### config.mk
export PLATFORM = sky130hd
export DESIGN_NAME = serial_subtractor
export DESIGN_NICKNAME = d
export VERILOG_FILES = /design/src/rtl/serial_sub_pkg.sv /design/src/rtl/full_subtractor.sv /design/src/rtl/serial_subtractor.sv
export SDC_FILE = /design/constraint.sdc
export NUM_CORES = 1
export LEC_CHECK = 0
export CORE_UTILIZATION = 48
export DETAILED_ROUTE_END_ITERATION = 8
export PLACE_DENSITY_LB_ADDON = 0.05
export SLEW_MARGIN = 20
export SYNTH_ARGS = -nofsm -noshare
export SYNTH_HDL_FRONTEND = slang
export SYNTH_SLANG_ARGS = --single-unit
### constraint.sdc
create_clock -name clk -period 2 [get_ports clk]
set_clock_uncertainty 0.1 [all_clocks]
set_input_delay 0.6 -clock clk [delete_from_list [all_inputs] [get_ports clk]]
set_output_delay 0.6 -clock clk [all_outputs]
set_load 0.05 [all_outputs]
### src/rtl/serial_sub_pkg.sv
// Shared types and constants for the bit-serial subtractor.
package serial_sub_pkg;

  typedef enum logic [1:0] {
    IDLE  = 2'd0,
    SHIFT = 2'd1,
    DONE  = 2'd2
  } sub_state_t;

  localparam int SUB_WIDTH_DEFAULT = 4;

  // Counter must reach WIDTH, hence WIDTH+1 distinct values
  function automatic int sub_cnt_width(input int width);
    return $clog2(width + 1);
  endfunction

endpackage

### src/rtl/full_subtractor.sv
// One-bit full subtractor cell: d = a - b - bin, bout = borrow out.
module full_subtractor (
  input  logic a,
  input  logic b,
  input  logic bin,
  output logic d,
  output logic bout
);

  assign d    = a ^ b ^ bin;
  assign bout = (~a & b) | (~(a ^ b) & bin);

endmodule

### src/rtl/serial_subtractor.sv
// Bit-serial WIDTH-bit subtractor (A - B, LSB first) with parallel result.
// Define SERIAL_SUBTRACTOR_OVF_EN to build the signed overflow flag; otherwise ovf is tied to 0.
module serial_subtractor
  import serial_sub_pkg::*;
#(
  parameter int WIDTH = SUB_WIDTH_DEFAULT
) (
  input  logic             clk,
  input  logic             rst_n,
  input  logic             start,
  input  logic [WIDTH-1:0] a,
  input  logic [WIDTH-1:0] b,
  output logic             busy,
  output logic             bit_out,
  output logic             bit_valid,
  output logic             done,
  output logic [WIDTH-1:0] diff,
  output logic             borrow,
  output logic             ovf
);

  localparam int CNT_W = sub_cnt_width(WIDTH);
  localparam logic [CNT_W-1:0] LAST_BIT = CNT_W'(WIDTH - 1);

  sub_state_t       state_q, state_d;
  logic [WIDTH-1:0] opa_q, opa_d;
  logic [WIDTH-1:0] opb_q, opb_d;
  logic [WIDTH-1:0] res_q, res_d;
  logic [WIDTH-1:0] diff_q, diff_d;
  logic [CNT_W-1:0] cnt_q, cnt_d;
  logic             bq_q, bq_d;
  logic             borrow_q, borrow_d;
  logic             busy_q, busy_d;
  logic             accept;
  logic             fs_d, fs_bout;

  full_subtractor u_fs (
    .a    (opa_q[0]),
    .b    (opb_q[0]),
    .bin  (bq_q),
    .d    (fs_d),
    .bout (fs_bout)
  );

  always_comb begin
    state_d   = state_q;
    opa_d     = opa_q;
    opb_d     = opb_q;
    res_d     = res_q;
    diff_d    = diff_q;
    cnt_d     = cnt_q;
    bq_d      = bq_q;
    borrow_d  = borrow_q;
    bit_out   = 1'b0;
    bit_valid = 1'b0;
    done      = 1'b0;
    accept    = 1'b0;

    case (state_q)
      IDLE: begin
        accept = start;
      end
      SHIFT: begin
        bit_out   = fs_d;
        bit_valid = 1'b1;
        bq_d      = fs_bout;
        opa_d     = opa_q >> 1;
        opb_d     = opb_q >> 1;
        res_d     = {fs_d, res_q[WIDTH-1:1]};
        cnt_d     = cnt_q + CNT_W'(1);
        // Result registers are loaded on the edge into DONE so they are valid with done
        if (cnt_q == LAST_BIT) begin
          state_d  = DONE;
          diff_d   = {fs_d, res_q[WIDTH-1:1]};
          borrow_d = fs_bout;
        end
      end
      DONE: begin
        done    = 1'b1;
        state_d = IDLE;
        accept  = start;
      end
      default: state_d = IDLE;
    endcase

    if (accept) begin
      opa_d   = a;
      opb_d   = b;
      bq_d    = 1'b0;
      cnt_d   = '0;
      state_d = SHIFT;
    end

    busy_d = (state_d == SHIFT);
  end

  always_ff @(posedge clk) begin
    if (!rst_n) begin
      state_q  <= IDLE;
      opa_q    <= '0;
      opb_q    <= '0;
      res_q    <= '0;
      diff_q   <= '0;
      cnt_q    <= '0;
      bq_q     <= 1'b0;
      borrow_q <= 1'b0;
      busy_q   <= 1'b0;
    end else begin
      state_q  <= state_d;
      opa_q    <= opa_d;
      opb_q    <= opb_d;
      res_q    <= res_d;
      diff_q   <= diff_d;
      cnt_q    <= cnt_d;
      bq_q     <= bq_d;
      borrow_q <= borrow_d;
      busy_q   <= busy_d;
    end
  end

`ifdef SERIAL_SUBTRACTOR_OVF_EN
  // Operand MSBs are captured at start because opa/opb are shifted away during SHIFT
  logic opa_msb_q, opa_msb_d;
  logic opb_msb_q, opb_msb_d;
  logic ovf_q, ovf_d;

  always_comb begin
    opa_msb_d = opa_msb_q;
    opb_msb_d = opb_msb_q;
    ovf_d     = ovf_q;
    if (accept) begin
      opa_msb_d = a[WIDTH-1];
      opb_msb_d = b[WIDTH-1];
    end
    if (state_q == SHIFT && cnt_q == LAST_BIT) begin
      ovf_d = (opa_msb_q != opb_msb_q) && (fs_d != opa_msb_q);
    end
  end

  always_ff @(posedge clk) begin
    if (!rst_n) begin
      opa_msb_q <= 1'b0;
      opb_msb_q <= 1'b0;
      ovf_q     <= 1'b0;
    end else begin
      opa_msb_q <= opa_msb_d;
      opb_msb_q <= opb_msb_d;
      ovf_q     <= ovf_d;
    end
  end

  assign ovf = ovf_q;
`else
  assign ovf = 1'b0;
`endif

  assign busy   = busy_q;
  assign diff   = diff_q;
  assign borrow = borrow_q;

endmodule

# Word level (Yosys, flattened, before mapping)
# Index checks and enable logic that the tools add are counted.
# classes
addsub,1
n_eq_ne,4
muxes,11
bitwise_logic,8
n_reduce_logical,5
# op_table
cell,n
$mux 4,4
$eq 2x1->1 const B,2
$mux 1,4
$mux 2,2
$pmux 2 s2,1
$reduce_or 2->1,2
$add 3x1->3 const B,1
$eq 3x2->1 const B,1
$not 1->1,3
$and 1x1->1,2
$eq 2x2->1 const B,1
$logic_not 2->1,1
$reduce_and 2->1,1
$reduce_bool 2->1,1
$xor 1x1->1,2
$or 1x1->1,1
# word_totals
regBits,24
input_bits,11
out_inout_bits,10
elab_cells,38

# Logic depth before layout (Yosys ltp)
# logic_depth
depth_word,5
ltp_mapped,6
mapped_depth_nobuf,5

# By module
# A second synthesis with hierarchy kept.
# unflattened
cells_unflattened,110
hier_area_um2,989.7
# by_module_without_submodules
mod,instances,cells_each,area_per_inst_um2,seq_area_each_um2
serial_subtractor,1,106,958.4,460.4
full_subtractor,1,4,31.3,0.0

# Worst setup path before layout
# No wires, ideal clock.
# synth_timing
path_kind,register to output
startpoint,register bq_q
endpoint,output bit_out
arrival_time_ns,1.272
required_ns,1.300
path_slack_ns,0.028
path_stages_with_launch,5
n_path_buf,0
path_cell_list,dfxtp_1 -> inv_1 -> fa_1 -> nand2_1 -> inv_1
# synth_via
elab_chain_len,2
# synth_rtl
item,line_no,text
start: declaration,serial_subtractor.sv:31,"logic bq_q, bq_d;"
start signal: assignment,serial_subtractor.sv:115,bq_q <= bq_d;
$xor 1x1->1,full_subtractor.sv:10,assign d = a ^ b ^ bin;
net fs_d,serial_subtractor.sv:35,"logic fs_d, fs_bout;"
$mux 1,serial_subtractor.sv:59,case (state_q)
end: declaration,serial_subtractor.sv:14,"output logic bit_out,"
# The timed path passes the listed nets, and every way through them passes these cells.

# Worst setup path in the final report
# Same ends and word-level chain as after synthesis.

==> run metrics <==
status=finished, violations left; failing checks=negative setup slack; post-synthesis compound-gate area fraction=16.7%; largest net degree at the start of global routing=15; gr usage total=21.5%; Synth-to-Final Area Change=32.6%; ant diodes=0; H-tree depth=1; Total Power=0.916 mW; CP required=1.30 ns; Post-Synth Simple-Gate Area=20.7%; Max Cap Viol=0; VDD IR max=0.000470 V; Initial Utilization=53.3%; DR vias/cell=5.05; DRT iter0 DRCs=16; Die Wd=46.7 µm; maximum root-to-sink buffer count=2; crit path time final=2.30 ns; Worst-Skew Late Latency=0.32 ns; largest family of logic cells by synthesized area=simple AND/OR/NAND/NOR gates; drt drc=0; CP Launch Type=flip-flop; drt wl/cell=11.9 µm; crit-path max FO=2; Synth Register Bits=23; initial antenna violation count=0; placed insts=151; Hold Violations, Final=0; commonest non-fill, non-tap cell in the layout=nand2_1; first-pass GRT wire length=3190 µm; commonest cells after routing, fill and taps aside=nand2_1, dfxtp_1, buf_4; Setup CP Type=reg2out; worst hold path type=reg2reg; leakage power=0.501 nW; row count=15; share of cells above drive strength 1=28.6%; post-synthesis mux area share=0%; Final WS setup=-0.295 ns; FMAX=0.436 GHz; CTS tree=yes; Pwr Density=719 nW/µm²; num ports=21; Routed Antenna Nets=0; crit path DAT=1.60 ns; Post-Synth XOR/XNOR Area=0.911%; Cell Area, Synth=961 µm²; critical path endpoint category=output pin; Max Slew Vio Count=0; Net count, final=155; placer congestion estimate=0.744; Syn Inst Count=111; endpoints failing setup=2; Num Clock Sinks=23; Avg Cell Area, Syn=8.66 µm²; RSZ-0062 raised after global routing=yes; PortBufs=19; clock root buffer master=clkbuf_4; Distinct cells, synth=26; GR Overflow Total=0; sequential-to-total area share from yosys stat=47.9%; Vias=834; die height=46.7 µm; CTS clk-pin slew, worst paths=0.13 ns; vias in the first global route=767; Post-Layout Cell Count=165; First-pass DRT Iterations=4; post-layout util=70.7%; fin crit share=115%; Post-Route WL=1970 µm; Post-Synth Adder-Cell Area=4.69%; Inserted Clock Buffers=3; Syn. warnings=0; DIE AREA=2180 µm²; Mapped Nets=125; core area=1800 µm²; DP HPWL=1280 µm
## metal layers
metal | track usage (%) | vias up | wire length [µm]
li1 | - | 426 | -
met1 | 25.1 | 379 | 859
met2 | 34.2 | 20 | 971
met3 | 5.00 | 9 | 52
met4 | 16.0 | 0 | 82
met5 | 0 | - | 0
## cell type report
cell class / instances / area, µm²
Multi-Input combinational cell: 75 / 423
Clock inverter: 1 / 5.00
Tap cell: 25 / 31.3
Inverter: 6 / 25.0
Fill cell: 170 / 528
Timing Repair Buffer: 32 / 303
Clock buffer: 3 / 22.5
Sequential cell: 23 / 464
## flip-flops by register name, indices dropped and copies added (netlist names)
| signal | count |
|---|---|
| opa_q | 4 |
| cnt_q | 3 |
| state_q | 2 |
| diff | 4 |
| bq_q | 1 |
| res_q | 3 |
| borrow | 1 |
| busy | 1 |
| opb_q | 4 |
## worst max-delay path: stages (launching register included)
cell and delay (ns):
dfxtp_2 0.36, inv_2 0.04, fa_1 0.59, nand2_2 0.08
inv_2 0.07, buf_12 0.13
## through the flow
step	setup slack, ns	area [µm²]	hold slack [ns]	setup TNS (ns)
after floorplan	0.0279	961	0.334	0
after global placement	0.0959	1160	0.344	0
after detailed placement	0.0698	1160	0.349	0
after CTS	-0.243	1250	0.367	-0.338
after global routing	-0.354	1270	0.390	-0.597
final	-0.295	1270	0.367	-0.491
## power breakdown
part	switching [mW]	internal (mW)	leakage, nW	total [mW]
registers	0.0143	0.483	0.189	0.497
clock network	0.148	0.0751	0.0177	0.223
logic	0.103	0.0930	0.294	0.196
## timing repair
item / CTS / global route
gates resized for setup: 5 / 3
cloned: 0 / 0
pin swaps: 2 / 2
setup buffers: 8 / 2
setup endpoints to repair: 1 / 3
hold buffers: 0 / 0
## cell usage after synthesis, drive strengths merged
master	instances	area share, %
nor3	4	2.1
and2b	1	0.78
fa	1	2.1
o21ai	4	2.1
inv	6	2.6
nand3	4	2.1
nand3b	1	0.78
xnor2	1	0.91
dfxtp	23	48
a21oi	11	5.7
a311oi	1	1.6
a211oi	2	2.6
nor2b	1	0.65
ha	2	2.6
o21a	1	0.78
conb	1	0.39
nand2b	2	1.8
nand2	26	10
nor2	6	2.3
a31oi	4	2.6
buf	7	6.1
o22ai	2	1.3
## path summary, 6_finish.rpt
kind         slack, ns            startpoint                     to  cells past startpoint
min               0.37  diff[2]$_SDFFE_PN0P_   diff[2]$_SDFFE_PN0P_                      2
max              -0.30     bq_q$_SDFFE_PP0P_                bit_out                      5
min reg2reg       0.37  diff[2]$_SDFFE_PN0P_   diff[2]$_SDFFE_PN0P_                      2
max reg2reg      -0.20     bq_q$_SDFFE_PP0P_  res_q[3]$_SDFFE_PN0P_                     11
## cells by family (layout without fill, tap and decap cells)
family	Yosys count	after routing
AND/OR/NAND/NOR	45	45
flip-flops	23	23
XOR/XNOR	1	1
other	1	1
adder cells (fa/ha/maj)	3	3
AO/OA/AOI/OAI	25	25
buffers and inverters	13	42
No activity file was read; power rests on OpenSTA's default activity.
